==> config.mk <==
export PLATFORM = sky130hd
export DESIGN_NAME = sipo_word_assembler_flat
export DESIGN_NICKNAME = d
export VERILOG_FILES = /design/src/rtl/sipo_word_assembler_if.sv /design/src/rtl/sipo_word_assembler.sv /design/src/flat_wrapper.sv
export SDC_FILE = /design/constraint.sdc
export NUM_CORES = 1
export LEC_CHECK = 0
export CAP_MARGIN = 10
export CORE_AREA = 5 5 42 44
export DETAILED_ROUTE_END_ITERATION = 8
export DIE_AREA = 0 0 47 49
export PLACE_DENSITY = 0.8
export RECOVER_POWER = 25
export SETUP_SLACK_MARGIN = 0.3
export SYNTH_ARGS = -nofsm -noshare
export SYNTH_HDL_FRONTEND = slang
export SYNTH_SLANG_ARGS = --single-unit
==> constraint.sdc <==
create_clock -name clk_i -period 3.3 [get_ports clk_i]
set_input_delay 0.66 -clock clk_i [delete_from_list [all_inputs] [get_ports clk_i]]
set_output_delay 0.66 -clock clk_i [all_outputs]
set_load 0.005 [all_outputs]
==> src/rtl/sipo_word_assembler_if.sv <==
// Handshake bundle for sipo_word_assembler: serial input side, parallel
// output side and the synchronous flush. The slave modport is the assembler,
// the master modport is whatever feeds bits and consumes words.
interface sipo_word_assembler_if #(
  parameter int WIDTH = 3
);
  localparam int CW = $clog2(WIDTH + 2);

  logic             clear;
  logic             sin;
  logic             sin_valid;
  logic             sin_ready;
  logic [WIDTH-1:0] pout;
  logic             pout_valid;
  logic             pout_ready;
  logic             pout_perr;
  logic [CW-1:0]    bit_cnt;

  modport master (
    output clear, sin, sin_valid, pout_ready,
    input  sin_ready, pout, pout_valid, pout_perr, bit_cnt
  );

  modport slave (
    input  clear, sin, sin_valid, pout_ready,
    output sin_ready, pout, pout_valid, pout_perr, bit_cnt
  );
endinterface

==> src/rtl/sipo_word_assembler.sv <==
// Serial-to-parallel word assembler with one shift register and one output
// holding register, so the next word can be collected while the previous one
// waits for the consumer.
// Optional feature macro: PARITY_CHECK_EN -- each word carries a trailing
// even-parity bit that is checked and reported on pout_perr.
//
// state      | meaning
// COLLECT    | shifting serial bits in, sin_ready=1
// HOLD       | complete word parked in sr, output slot busy, sin_ready=0
module sipo_word_assembler #(
  parameter int WIDTH     = 3,
  parameter bit MSB_FIRST = 1'b1
) (
  input logic              clk_i,
  input logic              rst_i,
  sipo_word_assembler_if.slave bus
);
`ifdef PARITY_CHECK_EN
  localparam bit PAR_EN = 1'b1;
`else
  localparam bit PAR_EN = 1'b0;
`endif

  localparam int CW    = $clog2(WIDTH + 2);
  localparam int NBITS = WIDTH + (PAR_EN ? 1 : 0);

  localparam logic [CW-1:0] CNT_LAST = CW'(NBITS - 1);
  localparam logic [CW-1:0] CNT_FULL = CW'(NBITS);
  localparam logic [CW-1:0] CNT_DATA = CW'(WIDTH);

  localparam logic [0:0] ST_COLLECT = 1'b0;
  localparam logic [0:0] ST_HOLD    = 1'b1;

  logic [0:0]       state_q, state_d;
  logic [WIDTH-1:0] sr_q, sr_d;
  logic [CW-1:0]    cnt_q, cnt_d;
  logic [WIDTH-1:0] pout_q, pout_d;
  logic             pvalid_q, pvalid_d;
  logic             perr_q, perr_d;
  logic             par_q, par_d;

  logic [WIDTH-1:0] sr_shift;
  logic [WIDTH-1:0] word_done;
  logic             perr_done;
  logic             rdy;
  logic             accept;
  logic             drain;
  logic             complete;

  // Handshake decode and the word that finishes on this edge.
  always_comb begin
    sr_shift  = MSB_FIRST ? {sr_q[WIDTH-2:0], bus.sin} : {bus.sin, sr_q[WIDTH-1:1]};
    rdy       = (state_q == ST_COLLECT);
    accept    = bus.sin_valid && rdy;
    drain     = pvalid_q && bus.pout_ready;
    complete  = accept && (cnt_q == CNT_LAST);
    // With parity the last bit is the parity bit, so sr already holds the data.
    word_done = PAR_EN ? sr_q : sr_shift;
    perr_done = PAR_EN & (par_q ^ bus.sin);
  end

  // Next-state logic for collection, parking in HOLD and output handoff.
  always_comb begin
    state_d  = state_q;
    sr_d     = sr_q;
    cnt_d    = cnt_q;
    pout_d   = pout_q;
    pvalid_d = pvalid_q;
    perr_d   = perr_q;
    par_d    = par_q;
    if (state_q == ST_COLLECT) begin
      if (drain) pvalid_d = 1'b0;
      if (complete) begin
        if (!pvalid_q || bus.pout_ready) begin
          pout_d   = word_done;
          pvalid_d = 1'b1;
          perr_d   = perr_done;
          cnt_d    = '0;
          sr_d     = '0;
          par_d    = 1'b0;
        end else begin
          sr_d    = word_done;
          par_d   = par_q ^ bus.sin;
          cnt_d   = CNT_FULL;
          state_d = ST_HOLD;
        end
      end else if (accept) begin
        cnt_d = cnt_q + CW'(1);
        if (cnt_q < CNT_DATA) sr_d = sr_shift;
        par_d = par_q ^ bus.sin;
      end
    end else begin
      // pout_valid is always set in HOLD, so it simply stays high on handoff.
      if (drain) begin
        pout_d  = sr_q;
        perr_d  = PAR_EN & par_q;
        cnt_d   = '0;
        sr_d    = '0;
        par_d   = 1'b0;
        state_d = ST_COLLECT;
      end
    end
  end

  // State registers; reset and clear both flush to an empty COLLECT state.
  always_ff @(posedge clk_i) begin
    if (rst_i || bus.clear) begin
      state_q  <= ST_COLLECT;
      sr_q     <= '0;
      cnt_q    <= '0;
      pout_q   <= '0;
      pvalid_q <= 1'b0;
      perr_q   <= 1'b0;
      par_q    <= 1'b0;
    end else begin
      state_q  <= state_d;
      sr_q     <= sr_d;
      cnt_q    <= cnt_d;
      pout_q   <= pout_d;
      pvalid_q <= pvalid_d;
      perr_q   <= perr_d;
      par_q    <= par_d;
    end
  end

  assign bus.sin_ready  = rdy;
  assign bus.pout       = pout_q;
  assign bus.pout_valid = pvalid_q;
  assign bus.pout_perr  = perr_q;
  assign bus.bit_cnt    = cnt_q;
endmodule

==> src/flat_wrapper.sv <==
// flat-port wrapper written by rule: the top's interface ports become plain ports
module sipo_word_assembler_flat 
#(
  parameter int WIDTH     = 3,
  parameter bit MSB_FIRST = 1'b1
)
  (clk_i, rst_i, bus_clear, bus_sin, bus_sin_valid, bus_pout_ready, bus_sin_ready, bus_pout, bus_pout_valid, bus_pout_perr, bus_bit_cnt);
  sipo_word_assembler_if #(.WIDTH(WIDTH)) bus_i ();
  input logic clk_i;
  input logic rst_i;
  input wire logic [$bits(bus_i.clear)-1:0] bus_clear;
  input wire logic [$bits(bus_i.sin)-1:0] bus_sin;
  input wire logic [$bits(bus_i.sin_valid)-1:0] bus_sin_valid;
  input wire logic [$bits(bus_i.pout_ready)-1:0] bus_pout_ready;
  output wire logic [$bits(bus_i.sin_ready)-1:0] bus_sin_ready;
  output wire logic [$bits(bus_i.pout)-1:0] bus_pout;
  output wire logic [$bits(bus_i.pout_valid)-1:0] bus_pout_valid;
  output wire logic [$bits(bus_i.pout_perr)-1:0] bus_pout_perr;
  output wire logic [$bits(bus_i.bit_cnt)-1:0] bus_bit_cnt;
  assign bus_i.clear = bus_clear;
  assign bus_i.sin = bus_sin;
  assign bus_i.sin_valid = bus_sin_valid;
  assign bus_i.pout_ready = bus_pout_ready;
  assign bus_sin_ready = bus_i.sin_ready;
  assign bus_pout = bus_i.pout;
  assign bus_pout_valid = bus_i.pout_valid;
  assign bus_pout_perr = bus_i.pout_perr;
  assign bus_bit_cnt = bus_i.bit_cnt;
  sipo_word_assembler #(.WIDTH(WIDTH), .MSB_FIRST(MSB_FIRST)) u_core (.clk_i(clk_i), .rst_i(rst_i), .bus(bus_i));
endmodule
==> Yosys cells after proc, flatten, opt, wreduce, memory -nomap -nowiden <==
Index checks and enable logic that the tools add are counted.
{ "totals": {"reg_bits": 12, "inputBits": 6, "output_inout_bits": 9, "wordCells": 49} }
{ "op_classes": {"addsub": 1, "magnitude_cmp": 1, "eq_ne": 2, "muxes": 25, "bitwise_logic": 1, "n_reduce_logical": 13} }
{ "op_table": {"columns": ["cell", "n"], "rows": [
  ["3-bit two-way mux", 13],
  ["1-bit two-way mux", 11],
  ["3-bit AND reduction", 2],
  ["3-bit nonzero test", 2],
  ["2-bit nonzero test", 2],
  ["3-bit by 1-bit adder with 3-bit output, second input constant", 1],
  ["3-bit by 2-bit == test with 1-bit output, second input constant", 1],
  ["1-bit logical AND", 3],
  ["3-bit by 2-bit less-than comparator with 1-bit output, second input constant", 1],
  ["1-bit logical OR", 2],
  ["2-bit two-way mux", 1],
  ["2-bit inequality test, second input constant", 1],
  ["2-bit AND reduction", 1],
  ["1-bit logical NOT", 1],
  ["1-bit NOT", 1]
]} }

==> Depth between registers and ports, before layout <==
Gate-level depths: netlist (run 1).
{ "logic_depth": {"word_depth": 5, "depth_mapped": 6} }

==> Worst setup path before layout (run 1) <==
OpenSTA, ideal clock, no wires.
{ "synth_path": {"path_kind": "register to register", "start": "reg u_core.cnt_q[0], in the netlist u_core.bus.bit_cnt[0]", "end": "reg u_core.sr_q[0]", "setup_ps": 71, "t_arrival_ps": 1684, "required_time_ps": 3229, "path_slack_ps": 1546, "path_stages_with_launch": 7, "n_path_buf": 0, "period_less_slack_ps": 1754, "cell_sequence": "dfxtp_1 > inv_1 > ha_1 > and3b_1 > o31a_1 > or4b_1 > a21oi_1"} }
{ "synth_between": {"elab_chain_len": 4} }
{ "synth_rtl": {"columns": ["item", "line", "source"], "rows": [
  ["start: declaration", "sipo_word_assembler.sv:36", "logic [CW-1:0] cnt_q, cnt_d;"],
  ["start signal: assignment", "sipo_word_assembler.sv:118", "cnt_q <= cnt_d;"],
  ["parallel branches: the longest is 4 deep, another holds 3-bit by 2-bit less-than comparator with 1-bit output", null, null],
  ["end signal: assignment", "sipo_word_assembler.sv:117", "sr_q <= sr_d;"],
  ["end: declaration", "sipo_word_assembler.sv:35", "logic [WIDTH-1:0] sr_q, sr_d;"]
]} }
Parallel ways; which one is timed is not known.
A chain may end at the register's enable or synchronous reset.

==> Worst setup path in the final report (run 1) <==
{ "layout_path": {"start": "reg u_core.state_q", "end": "out bus_sin_ready"} }
{ "layout_between": {"elab_chain_len": 1} }
{ "layout_rtl": {"columns": ["item", "line", "source"], "rows": [
  ["start: declaration", "sipo_word_assembler.sv:34", "logic [0:0] state_q, state_d;"],
  ["start signal: assignment", "sipo_word_assembler.sv:116", "state_q <= state_d;"],
  ["1-bit NOT", null, null],
  ["end: declaration", "flat_wrapper.sv:15", "output wire logic [$bits(bus_i.sin_ready)-1:0] bus_sin_ready;"]
]} }
No other way between the ends.

==> summary.md, run 1 <==
| Metric | Value |
|---|---|
| Hold depth | `2` |
| YS warnings | `0` |
| Lkg Pwr | `0.2479 nW` |
| CTS root buf | `clkbuf_4` |
| Setup crit start kind | `register` |
| Clk slew on worst S/H paths | `0.07 ns` |
| Post-synthesis cell area | `564.3 um2` |
| Initial antenna violation count | `0` |
| Ys flop type | `dfxtp_1` |
| Worst Setup End Kind | `output port` |
| Worst hold path startpoint | `u_core.sr_q[2]` |
| Least-Margin Pin Slew | `0.6281 ns` |
| DR DRC count | `0` |
| Port Buffer Count | `13` |
| Dpl cells | `92` |
| Placement Rows | `14` |
| Asr flop ratio synth | `0` |
| Worst min path class | `reg -> reg` |
| Max VDD drop | `0.2253 mV` |
| Post-synth top area share | `0.3902` |
| Post-CTS setup buffers | `0` |
| Gr usage total | `0.1242` |
| Final worst path period share | `0.6314` |
| Most frequent cells in the layout | `clkdlybuf4s50_1 (12), dfxtp_1 (11), nor2_1 (8), nand2_1 (6), a21oi_1 (6)` |
| First-pass GRT wire length | `2.118 mm` |
| Final Total Pwr | `251.3 uW` |
| Post-Layout Cell Count | `96` |
| Max-Cap Viols | `0` |
| Peak Freq | `0.4799 GHz` |
| Sink Count | `11` |
| Total core area | `0.001401 mm2` |
| H-tree Lvls | `1` |
| Initial Util | `0.4027` |
| Clock skew | `0.003696 ns` |
| Antenna viol nets, final | `0` |
| CP arrival | `1.42 ns` |
| Via density | `5.250` |
| Cell taking the most area after synthesis | `dfxtp_1` |
| Worst R2R End | `u_core.sr_q[0]` |
| Crit path kind | `reg -> out` |
| Flop-to-flop setup slack | `1.36 ns` |
| Mapped Cells | `66` |
| Worst setup path startpoint | `u_core.state_q` |
| Overflow after GRT | `0` |
| Max-Slew Margin vs Limit | `0.5813` |
| Placer congestion estimate | `0.8081` |
| Worst reg2reg path depth | `5` |
| Pins Over Slew Limit | `0` |
| CP Data Required Time | `2.64 ns` |
| Setup-violating endpoint count in the final report | `0` |
| DP HPWL | `835.6 um` |
| Syn Area/Cell | `8.550 um2` |
| Largest net degree at the start of global routing | `15` |
| Register area | `220.2 um2` |
| CTS Buf Count | `3` |
| Post-synth EDFFs | `0` |
| PD cells | `346.9 mW/mm2` |
| Top Ports | `15` |
| Final nets | `89` |
| Clock latency on the worst-skew pair | `0.27 ns` |
| Area growth, synth to finish | `28.38%` |
| Sink of the worst hold path | `u_core.sr_q[2]` |
| TNS Setup | `0 ns` |
| Initial DRT Pass Iterations | `4` |
| DIE AREA | `0.002303 mm2` |
| Routed WL per cell | `12.67 um` |
| Synthesis-stage register bit count | `11` |
| Area contributors post-synth | `dfxtp_1 (39%), a21oi_1 (5.3%), mux2i_1 (5.3%), or4b_1 (5.3%), nor2_1 (5.3%)` |
| Area of the multi-input gates | `312.8 um2` |
| Min Tclk post-route | `2.084 ns` |
| Antenna fix cells | `0` |
| Status | `finished clean` |
| Hold buffers post-CTS | `0` |
| Count of cell types in the netlist | `28` |
| Initial DRC Count | `14` |
| CTS tree | `built` |
| Util after Layout | `0.5170` |
| RSZ-0062 raised after global routing | `false` |
| Critical path fanouts, max | `14` |
| Chip height | `49 um` |
| Hold Vio Cnt, Final | `0` |
| Routed wire length | `1.216 mm` |
| DR vias | `504` |
| Fillers | `142` |
| Post-synthesis sequential area ratio | `0.3902` |
| Vias in the first global route | `482` |
| DIE WIDTH | `47 um` |
| Post_cts resized | `0` |
| Bufs on Longest Clock Path | `2` |
| Syn nets | `74` |
| Layout cells sized above 1 | `0.05000` |
| Commonest non-fill, non-tap cell in the layout | `clkdlybuf4s50_1` |
| R2R Path Start | `u_core.bus.bit_cnt[1]` |
==> Yosys cell counts, types with 2 or more instances <==
cell and count:
dfxtp_1 11, nor2_1 8, a21oi_1 6, nand2_1 6, inv_1 4, a211oi_1 3
mux2i_1 3, or4b_1 3, a32oi_1 2, ha_1 2
==> where the power goes <==
| part | internal (mW) | switching [mW] |
|---|---|---|
| clock network | 0.0469 | 0.0472 |
| logic | 0.0115 | 0.00970 |
| registers | 0.134 | 0.00182 |
==> critical path, stage by stage (launching register included) <==
cell	delay [ns]
dfxtp_1	0.61
inv_1	0.08
clkdlybuf4s50_1	0.46
==> how the worst max path moves through the flow <==
| stage | slack [ns] | endpoint | cells past startpoint |
|---|---|---|---|
| 6_report | 1.22 | bus_sin_ready | 2 |
| 3_5_place_dp | 0.98 | u_core.sr_q[0] | 5 |
| 5_1_grt | 1.13 | u_core.sr_q[0] | 5 |
| 3_3_place_gp | 1.00 | u_core.sr_q[2] | 5 |
| 2_1_floorplan | 1.55 | u_core.sr_q[0] | 6 |
| 4_1_cts | 1.22 | bus_sin_ready | 2 |
==> per-layer routing <==
metal / global-route usage / part of all wire / vias to the layer above
li1: - / - / 259
met1: 0.1615 / 0.44 / 230
met2: 0.1719 / 0.49 / 13
met3: 0.02952 / 0.042 / 2
met4: 0.08756 / 0.021 / 0
met5: 0 / 0 / -
==> area by class of cell <==
class,count,area share
Sequential cell,11,0.3040
Timing Repair Buffer,13,0.1796
Multi-Input combinational cell,48,0.4318
Inverter,4,0.02073
Clock buffer,4,0.03627
Tap cell,16,0.02763
==> stage by stage <==
stage,hold WS (ns),instance area [um2],setup slack (ns)
after floorplan,0.4315,564.3,1.546
after global placement,0.4517,698.2,1.004
after detailed placement,0.4558,698.2,0.9794
after CTS,0.4659,724.4,1.221
after global routing,0.4991,724.4,1.126
final,0.4613,724.4,1.216
==> flip-flops by register name (all words and copies together) (netlist names) <==
| register | count |
|---|---|
| u_core.bus.bit_cnt | 3 |
| u_core.bus.pout | 3 |
| u_core.sr_q | 3 |
| u_core.bus.pout_valid | 1 |
| u_core.state_q | 1 |
==> cells by family (layout without fill, tap and decap cells) <==
kind of cell	count (synthesis)	after routing	synth area share
AND/OR/NAND/NOR	26	26	0.2594
AO/OA/AOI/OAI	16	16	0.1907
flip-flops	11	11	0.3902
buffers and inverters	7	21	0.05541
multiplexers	3	3	0.05322
adder cells (fa/ha/maj)	2	2	0.04434
other	1	1	0.006646
No activity file was read; power rests on OpenSTA's default activity.
==> inputs of run 2 (changes only) <==
--- a/config.mk
+++ b/config.mk
@@ -6,9 +6,9 @@
 export NUM_CORES = 1
 export LEC_CHECK = 0
 export CAP_MARGIN = 10
-export CORE_AREA = 5 5 42 44
+export CORE_MARGIN = 5
+export CORE_UTILIZATION = 40
 export DETAILED_ROUTE_END_ITERATION = 8
-export DIE_AREA = 0 0 47 49
 export PLACE_DENSITY = 0.8
 export RECOVER_POWER = 25
 export SETUP_SLACK_MARGIN = 0.3
==> constraint.sdc (replaced) <==
create_clock -name clk_i -period 1.9 [get_ports clk_i]
set_input_delay 0.38 -clock clk_i [delete_from_list [all_inputs] [get_ports clk_i]]
set_output_delay 0.38 -clock clk_i [all_outputs]
set_load 0.005 [all_outputs]
==> run 2 against run 1 <==
Against the previous run: combinational power increased by 150%; global-route usage increased by 2.0 points; count of clock-buffer cells in the layout unchanged; wire length increased by 11%; final cell count increased by 14%; via count increased by 8.1%; sequential cell count unchanged; critical path type is now reg -> reg; critical endpoint is now u_core.sr_q[2]; largest power group unchanged; highest routed layer unchanged.
==> summary.md, run 2 (synthesized netlist as in run 1, its figures left out) <==
| Metric | Value |
|---|---|
| Status | `finished clean` |
| Crit path max-delay family | `simple AND/OR/NAND/NOR gates` |
| Max layer used | `met4` |
| Gr usage total | `0.1437 (+0.01952)` |
| Sw Share | `0.2349 (+0.001390)` |
| Worst setup margin | `0.2144 ns (-1.002 ns)` |
| Bufs on Longest Clock Path | `2 (unchanged)` |
| CTS tree | `built` |
| Worst hold path startpoint | `u_core.sr_q[2]` |
| Worst reg2reg path depth | `5 (unchanged)` |
| Largest net degree at the start of global routing | `12 (-3)` |
| Min Tclk post-route | `1.686 ns` |
| Commonest non-fill, non-tap cell in the layout | `buf_4` |
| Final nets | `103 (+16%)` |
| Antenna viol nets, final | `0 (unchanged)` |
| Routed WL per cell | `12.40 um (-2.1%)` |
| Routed wire length | `1.352 mm (+11%)` |
| Clock skew | `0.001614 ns (-0.002082 ns)` |
| H-tree Lvls | `1 (unchanged)` |
| P_sw | `106.0 uW (+81%)` |
| Peak Freq | `0.5933 GHz` |
| Placer congestion estimate | `0.7944 (-1.7%)` |
| Initial DRC Count | `1 (-13)` |
| CTS Buf Count | `3 (unchanged)` |
| Clk slew on worst S/H paths | `0.07 ns (about the same)` |
| P_int | `345.1 uW (+79%)` |
| DR WL met3 | `71 um (+39%)` |
| Setup-violating endpoint count in the final report | `0 (unchanged)` |
| Hold Vio Cnt, Final | `0 (unchanged)` |
| Overflow after GRT | `0 (unchanged)` |
| PD cells | `523.3 mW/mm2 (+51%)` |
| Worst R2R End | `u_core.sr_q[2]` |
| R2R Path Start | `u_core.bus.bit_cnt[1]` |
| Worst min path class | `reg -> reg` |
| Final Total Pwr | `451.1 uW (+80%)` |
| Initial DRT Pass Iterations | `4 (unchanged)` |
| CP max stage delay | `0.53 ns (-0.08 ns)` |
| Area growth, synth to finish | `52.77%` |
| Worst Setup End Kind | `register` |
| DP Worst Slack | `-0.1123 ns (-1.092 ns)` |
| Setup crit start kind | `register` |
| CP arrival | `1.90 ns (+0.48 ns)` |
| Port Buffer Count | `13 (unchanged)` |
| DIE AREA | `0.002262 mm2 (-1.8%)` |
| Final worst path period share | `0.8871` |
| DR DRC count | `0 (unchanged)` |
| Initial antenna violation count | `0 (unchanged)` |
| Via density | `5.000 (-4.8%)` |
| WP buf/inv | `0 (-2)` |
| Sequence of cells on the critical path | `ha_4 > and3b_1 > o31a_1 > or4b_1 > a21oi_1` |
| Vias in the first global route | `513 (+6.4%)` |
| Sink Count | `11 (unchanged)` |
| DP HPWL | `934.1 um (+12%)` |
| CP Data Required Time | `2.11 ns (-0.53 ns)` |
| Sink of the worst hold path | `u_core.sr_q[2]` |
| WL met2 | `673 um (+13%)` |
| DR vias | `545 (+8.1%)` |
| Placement Rows | `13 (-1)` |
| Max-Cap Viols | `0 (unchanged)` |
| TNS Setup | `0 ns (unchanged)` |
| Max VDD drop | `0.3390 mV (+50%)` |
| Sequential share of power | `0.519 (-0.022)` |
| Clock Power Share | `0.365 (-0.009)` |
| First-pass GRT wire length | `2.173 mm (+2.6%)` |
| DIE WIDTH | `47.56 um (+1.2%)` |
| Clock latency on the worst-skew pair | `0.28 ns (about the same)` |
| Initial Util | `0.4283 (+0.02562)` |
| Most frequent cells in the layout | `buf_4 (13), clkdlybuf4s50_1 (9), nor2_1 (8), dfxtp_1 (8), nand2_1 (6)` |
| CTS root buf | `clkbuf_4` |
| Crit path kind | `reg -> reg` |
| Lkg Pwr | `0.3476 nW (+40%)` |
| Chip height | `47.56 um (-2.9%)` |
| Critical path fanouts, max | `5 (-9)` |
| Total core area | `0.001318 mm2 (-6.0%)` |
| Layout cells sized above 1 | `0.2766 (+0.2266)` |
| Antenna fix cells | `0 (unchanged)` |
| RSZ-0062 raised after global routing | `true` |
| Slowest-stage cell, CP | `or4b_1` |
| Hold depth | `2 (unchanged)` |
| Pins Over Slew Limit | `0 (unchanged)` |
| M1 WL | `583 um (+8.2%)` |
| Top Ports | `15 (unchanged)` |
| Flop-to-flop setup slack | `0.21 ns (-1.15 ns)` |
| Gate power share | `0.116 (+0.031)` |
[run 2: cell types whose count changed in the layout (fill, tap and decap cells not counted), moves of 2 or more]
cell / delta
clkdlybuf4s50_1: -3
dlymetal6s2s_1: +3
dfxtp_1: -3
buf_4: +13
dfxtp_2: +2
[run 2: final cells by class]
class	count	area [um2]
Fill cell	119	455.4
Tap cell	15	18.77
Multi-Input combinational cell	48	332.8
Inverter	4	15.01
Sequential cell	11	226.5
Timing Repair Buffer	27	242.7
Clock buffer	4	26.28
[run 2: what timing repair did]
action	CTS	global route
gates cloned	0	0
hold endpoints to repair	0	0
endpoints found under the setup margin	5	9
pin swaps	4	4
hold buffers	0	0
buffers inserted	3	3
resized for setup	3	7
[run 2: worst max path at each step]
stage                                startpoint        endpoint  depth (start not counted)
after floorplan           u_core.bus.bit_cnt[0]  u_core.sr_q[2]                          6
after global placement            bus_sin_valid  u_core.sr_q[2]                          5
after detailed placement          bus_sin_valid  u_core.sr_q[2]                          5
after CTS                 u_core.bus.bit_cnt[0]  u_core.sr_q[2]                          6
after global routing      u_core.bus.bit_cnt[0]  u_core.sr_q[1]                          7
final                     u_core.bus.bit_cnt[1]  u_core.sr_q[2]                          5
[run 2: tightest hold or removal path: stages (launching register included)]
cell and delay (ns):
dfxtp_1 0.32, nand2_1 0.06, a21oi_1 0.05
[run 2: per-stage QoR]
stage	utilization	cell area [um2]	hold WS (ns)	std cells
final	0.6543	862.1	0.4714	109
after floorplan	-	581.8	0.4360	66
after global routing	0.6543	862.1	0.4805	109
after CTS	0.6287	828.3	0.4701	106
after global placement	0.5878	774.5	0.4503	99
after detailed placement	0.5878	774.5	0.4608	99
[run 2: metal layers]
layer | global-route usage | up-vias
met4 | 0.08065 | 0
li1 | - | 285
met1 | 0.1606 | 246
met5 | 0 | -
met3 | 0.04511 | 2
met2 | 0.2406 | 12
[run 2: power groups by stage]
stage               Clock, mW  Sequential [mW]  Combinational [mW]
CTS                     0.169            0.233              0.0487
finish                  0.165            0.234              0.0524
detailed placement          0            0.241              0.0437
global placement            0            0.241              0.0427
floorplan                   0            0.241              0.0214
global route            0.177            0.234              0.0581
==> RTL edit 1, RTL diff (flow settings as in run 1) <==
The localparam `PAR_EN` goes from 1'b0 to 1'b1.
--- a/src/rtl/sipo_word_assembler.sv
+++ b/src/rtl/sipo_word_assembler.sv
@@ -20,3 +20,3 @@
 `else
-  localparam bit PAR_EN = 1'b0;
+  localparam bit PAR_EN = 1'b1;
 `endif
Formal check against the unedited RTL: not equivalent (a bounded check fails within 4 cycles, from zero or initial values).
==> RTL edit 1 against run 1 <==
- worst hold slack better by 0.0095 ns
- highest routed layer unchanged
- synthesized area up 24%
- critical path depth unchanged
- total power up 13%
- setup slack worse by 0.010 ns
- cell area up 20%
- fmax down 0.49%
- critical path type unchanged
- sequential cell count up 2
- sequential power up 18%
- clock skew down 0.0021 ns
- wire length up 27%
- largest power group unchanged
==> RTL edit 1: results (changes against run 1) <==
post-CTS resize count=0 (unchanged); clk_lat worst skew=between 0.2 and 0.3 ns; postcts setup bufs=0 (unchanged); P_leak=0.312 nW (+26%); syn nets=90 (+22%); # diodes=0 (unchanged); gpl congestion=0.850 (+5.2%); Seq/Total Area, Yosys=0.371 (-0.0188); top cells by area, synth=dfxtp_1 (37%), a21oi_1 (5.0%), mux2i_1 (4.3%); Yosys cell types=33 (+18%); DRT Wirelength=1550 µm (+27%); CP Max Fanout=13 (-1); post-DR vias/cell=5.95 (+13%); clock root buffer=clkbuf_4; Commonest cells post-synth=dfxtp_1 (13), nand2_1 (8), a21oi_1 (7); relative max-transition margin=0.617 (+0.0358); # port buffers=14 (+1); ys flop type=dfxtp_1; Initial DRC Count=13 (-1); total track usage=0.158 (+0.0340); yosys warns=0 (unchanged); crit path DAT=1.43 ns; share of layout cells above drive strength 1=0.104 (+0.0542); Max Clock Skew=0.00155 ns (-0.00215 ns); VDD IR max=0.192 mV (-15%); CTS Buf Count=3 (unchanged); H-tree Lvls=1 (unchanged); initial antenna violation count=0 (unchanged); min-delay worst type=flop to flop; dpl ws=1.14 ns (+0.157 ns); Nets=105 (+18%); clk buf depth=2 (unchanged); drt first pass iters=4 (unchanged); fillcell total=131 (-7.7%); Tmin final=2.09 ns (+0.0103 ns); first-pass GRT wire length=2740 µm (+29%); ys async rst share=0 (unchanged); run status=finished clean; number of global-route vias before repair=629 (+30%); largest net degree at the start of global routing=14 (-1); clk slew on worst S/H paths=approximately 0.08 ns; DP HPWL=1170 µm (+40%)
[RTL edit 1: changes by cell type after synthesis, moves of 3 or more]
cell / delta
nand4_1: +3
o2111ai_1: +3
o31ai_1: +3
nand3_1: +3
a211oi_1: -3
nor2_1: -4
or4b_1: -3
[RTL edit 1: power by group]
group / switching, mW / total [mW] / internal, mW
clock: 0.0530 / 0.0999 / 0.0469
combinational: 0.0122 / 0.0245 / 0.0123
sequential: 0.00194 / 0.160 / 0.159
[RTL edit 1: cell type report]
cell class              count  area, µm²  area share
clock buffers               4       26.3      0.0303
inverters                   3       11.3      0.0130
multi-input cells          62        410       0.473
flip-flops and latches     13        260       0.300
well taps                  16       20.0      0.0231
repair buffers             14        140       0.161
[RTL edit 1: per-stage QoR]
stage          instances  utilization  power, mW  cell area (µm²)  hold WS (ns)
6_report             112        0.620      0.285              868         0.471
5_1_grt              112        0.620      0.295              868         0.505
2_1_floorplan         82            -      0.177              701         0.438
4_1_cts              112        0.620      0.286              868         0.475
3_3_place_gp         108        0.601      0.189              842         0.455
3_5_place_dp         108        0.601      0.189              842         0.464
[RTL edit 1: worst paths after layout]
| check | start | endpoint | slack (ns) | cells after the start |
|---|---|---|---|---|
| worst max-delay path | u_core.state_q | bus_sin_ready | 1.21 | 2 |
| worst min register to register | u_core.sr_q[2] | u_core.sr_q[2] | 0.47 | 2 |
| worst min-delay path | u_core.sr_q[2] | u_core.sr_q[2] | 0.47 | 2 |
| worst max register to register | u_core.bus.bit_cnt[0] | u_core.sr_q[1] | 1.53 | 5 |
[RTL edit 1: cell families after synthesis]
kind of cell | synth area share
compound gates | 0.257
flops | 0.371
fa+ha+maj | 0.0357
mux | 0.0429
simple gates | 0.250
buf+inv | 0.0428
[RTL edit 1: critical path, cell delays in order, from the launching register on]
cell,delay [ns]
dfxtp_1,0.58
inv_2,0.12
clkdlybuf4s50_1,0.46
[RTL edit 1: routing by layer]
layer	vias to the layer above	share of wire	GRT usage	routed length, µm
met3	7	0.058	0.0406	90
li1	337	-	-	-
met5	-	0	0	0
met4	0	0.023	0.0829	36
met1	304	0.46	0.215	713
met2	18	0.46	0.222	705
==> RTL edit 2, RTL diff (flow settings as in run 1) <==
Without the edit above. Add a define of `PARITY_CHECK_EN`.
--- a/src/rtl/sipo_word_assembler.sv
+++ b/src/rtl/sipo_word_assembler.sv
@@ -9,2 +9,4 @@
 // HOLD       | complete word parked in sr, output slot busy, sin_ready=0
+`define PARITY_CHECK_EN
+
 module sipo_word_assembler #(
Check against the original RTL: not equivalent (a bounded check fails within 4 cycles, from zero or initial values).
==> RTL edit 2 against run 1 <==
- sequential share of layout area decreased by 0.43 points
- sequential cell count grew 2
- synthesized area rose by 24%
- total power up 13%
- setup slack worse by 0.010 ns
- worst hold slack better by 0.0095 ns
- wire length is 27% higher
- largest cell class unchanged
- core utilization rose by 10 points
- global-route usage grew 3.4 points
- largest power group unchanged
- cell area rose by 20%
- combinational power increased by 16%
==> RTL edit 2: results (changes against run 1) <==
VDD IR max=0.192 mV (-15%); # diodes=0 (unchanged); part of the power in registers=0.563 (+0.022); Compound-Gate Fraction of Synth Area=0.257 (+0.0665); number of global-route vias before repair=629 (+30%); fin cells=112 (+17%); delay-heaviest family, CP=buffers and inverters; adder-cell share of the synthesized area=0.0357 (-0.00863); run status=finished clean; Max Clock Skew=0.00155 ns (-0.00215 ns); Post-Synth XOR/XNOR Area=0 (unchanged); multiplexer area fraction after synthesis=0.0429 (-0.0104); Commonest cells post-synth=dfxtp_1 (13), nand2_1 (8), a21oi_1 (7); DP HPWL=1170 µm (+40%); initial antenna violation count=0 (unchanged); Tot Pwr=0.285 mW (+13%); yosys warns=0 (unchanged); min-delay worst type=flop to flop; gpl congestion=0.850 (+5.2%); clock network power share=0.351 (-0.023); crit path DAT=1.43 ns; Yosys cell types=33 (+18%); first-pass GRT wire length=2740 µm (+29%); Syn Inst Count=82 (+24%); ys async rst share=0 (unchanged); area grow syn2layout=23.9%; share of layout cells above drive strength 1=0.104 (+0.0542); CP max stage delay=0.58 ns (-0.03 ns); CP Max Fanout=13 (-1); relative max-transition margin=0.617 (+0.0358); dpl cell area=842 µm² (+21%); fillcell total=131 (-7.7%); top cells by area, synth=dfxtp_1 (37%), a21oi_1 (5.0%), mux2i_1 (4.3%); drt first pass iters=4 (unchanged); postcts setup bufs=0 (unchanged); post-CTS resize count=0 (unchanged); Critical-path top delay cell=dfxtp_1; clk slew on worst S/H paths=0.08 ns; sw power=0.0671 mW (+14%); # port buffers=14 (+1); dpl ws=1.14 ns (+0.157 ns); clk buf depth=2 (unchanged); CTS Buf Count=3 (unchanged); Seq/Total Area, Yosys=0.371 (-0.0188); largest net degree at the start of global routing=14 (-1); syn nets=90 (+22%); ys flop type=dfxtp_1; via count=666 (+32%); total track usage=0.158 (+0.0340); P_leak=0.312 nW (+26%); clock root buffer=clkbuf_4; H-tree Lvls=1 (unchanged); Initial DRC Count=13 (-1); WL/cell=13.8 µm (+9.0%); clk_lat worst skew=0.28 ns
RTL edit 2: path summary, 6_finish.rpt:
path	startpoint	to	slack [ns]	cells past startpoint
hold reg to reg	u_core.sr_q[2]	u_core.sr_q[2]	0.47	2
setup / recovery	u_core.state_q	bus_sin_ready	1.21	2
hold / removal	u_core.sr_q[2]	u_core.sr_q[2]	0.47	2
setup reg to reg	u_core.bus.bit_cnt[0]	u_core.sr_q[1]	1.53	5
RTL edit 2: worst reg2reg max path, stage by stage (launching register included):
cell and delay, ns:
dfxtp_1 0.35, ha_1 0.22, ha_1 0.28, a21oi_1 0.40, a221o_2 0.29, mux2i_1 0.17
RTL edit 2: area by class of cell:
class,count,area share
clock buffers,4,0.0303
inverters,3,0.0130
multi-input cells,62,0.473
flip-flops and latches,13,0.300
well taps,16,0.0231
repair buffers,14,0.161
RTL edit 2: per-layer routing:
metal  vias up  track usage  wire length, µm
li1        337            -                -
met1       304        0.215              713
met2        18        0.222              705
met3         7       0.0406               90
met4         0       0.0829               36
met5         -            0                0
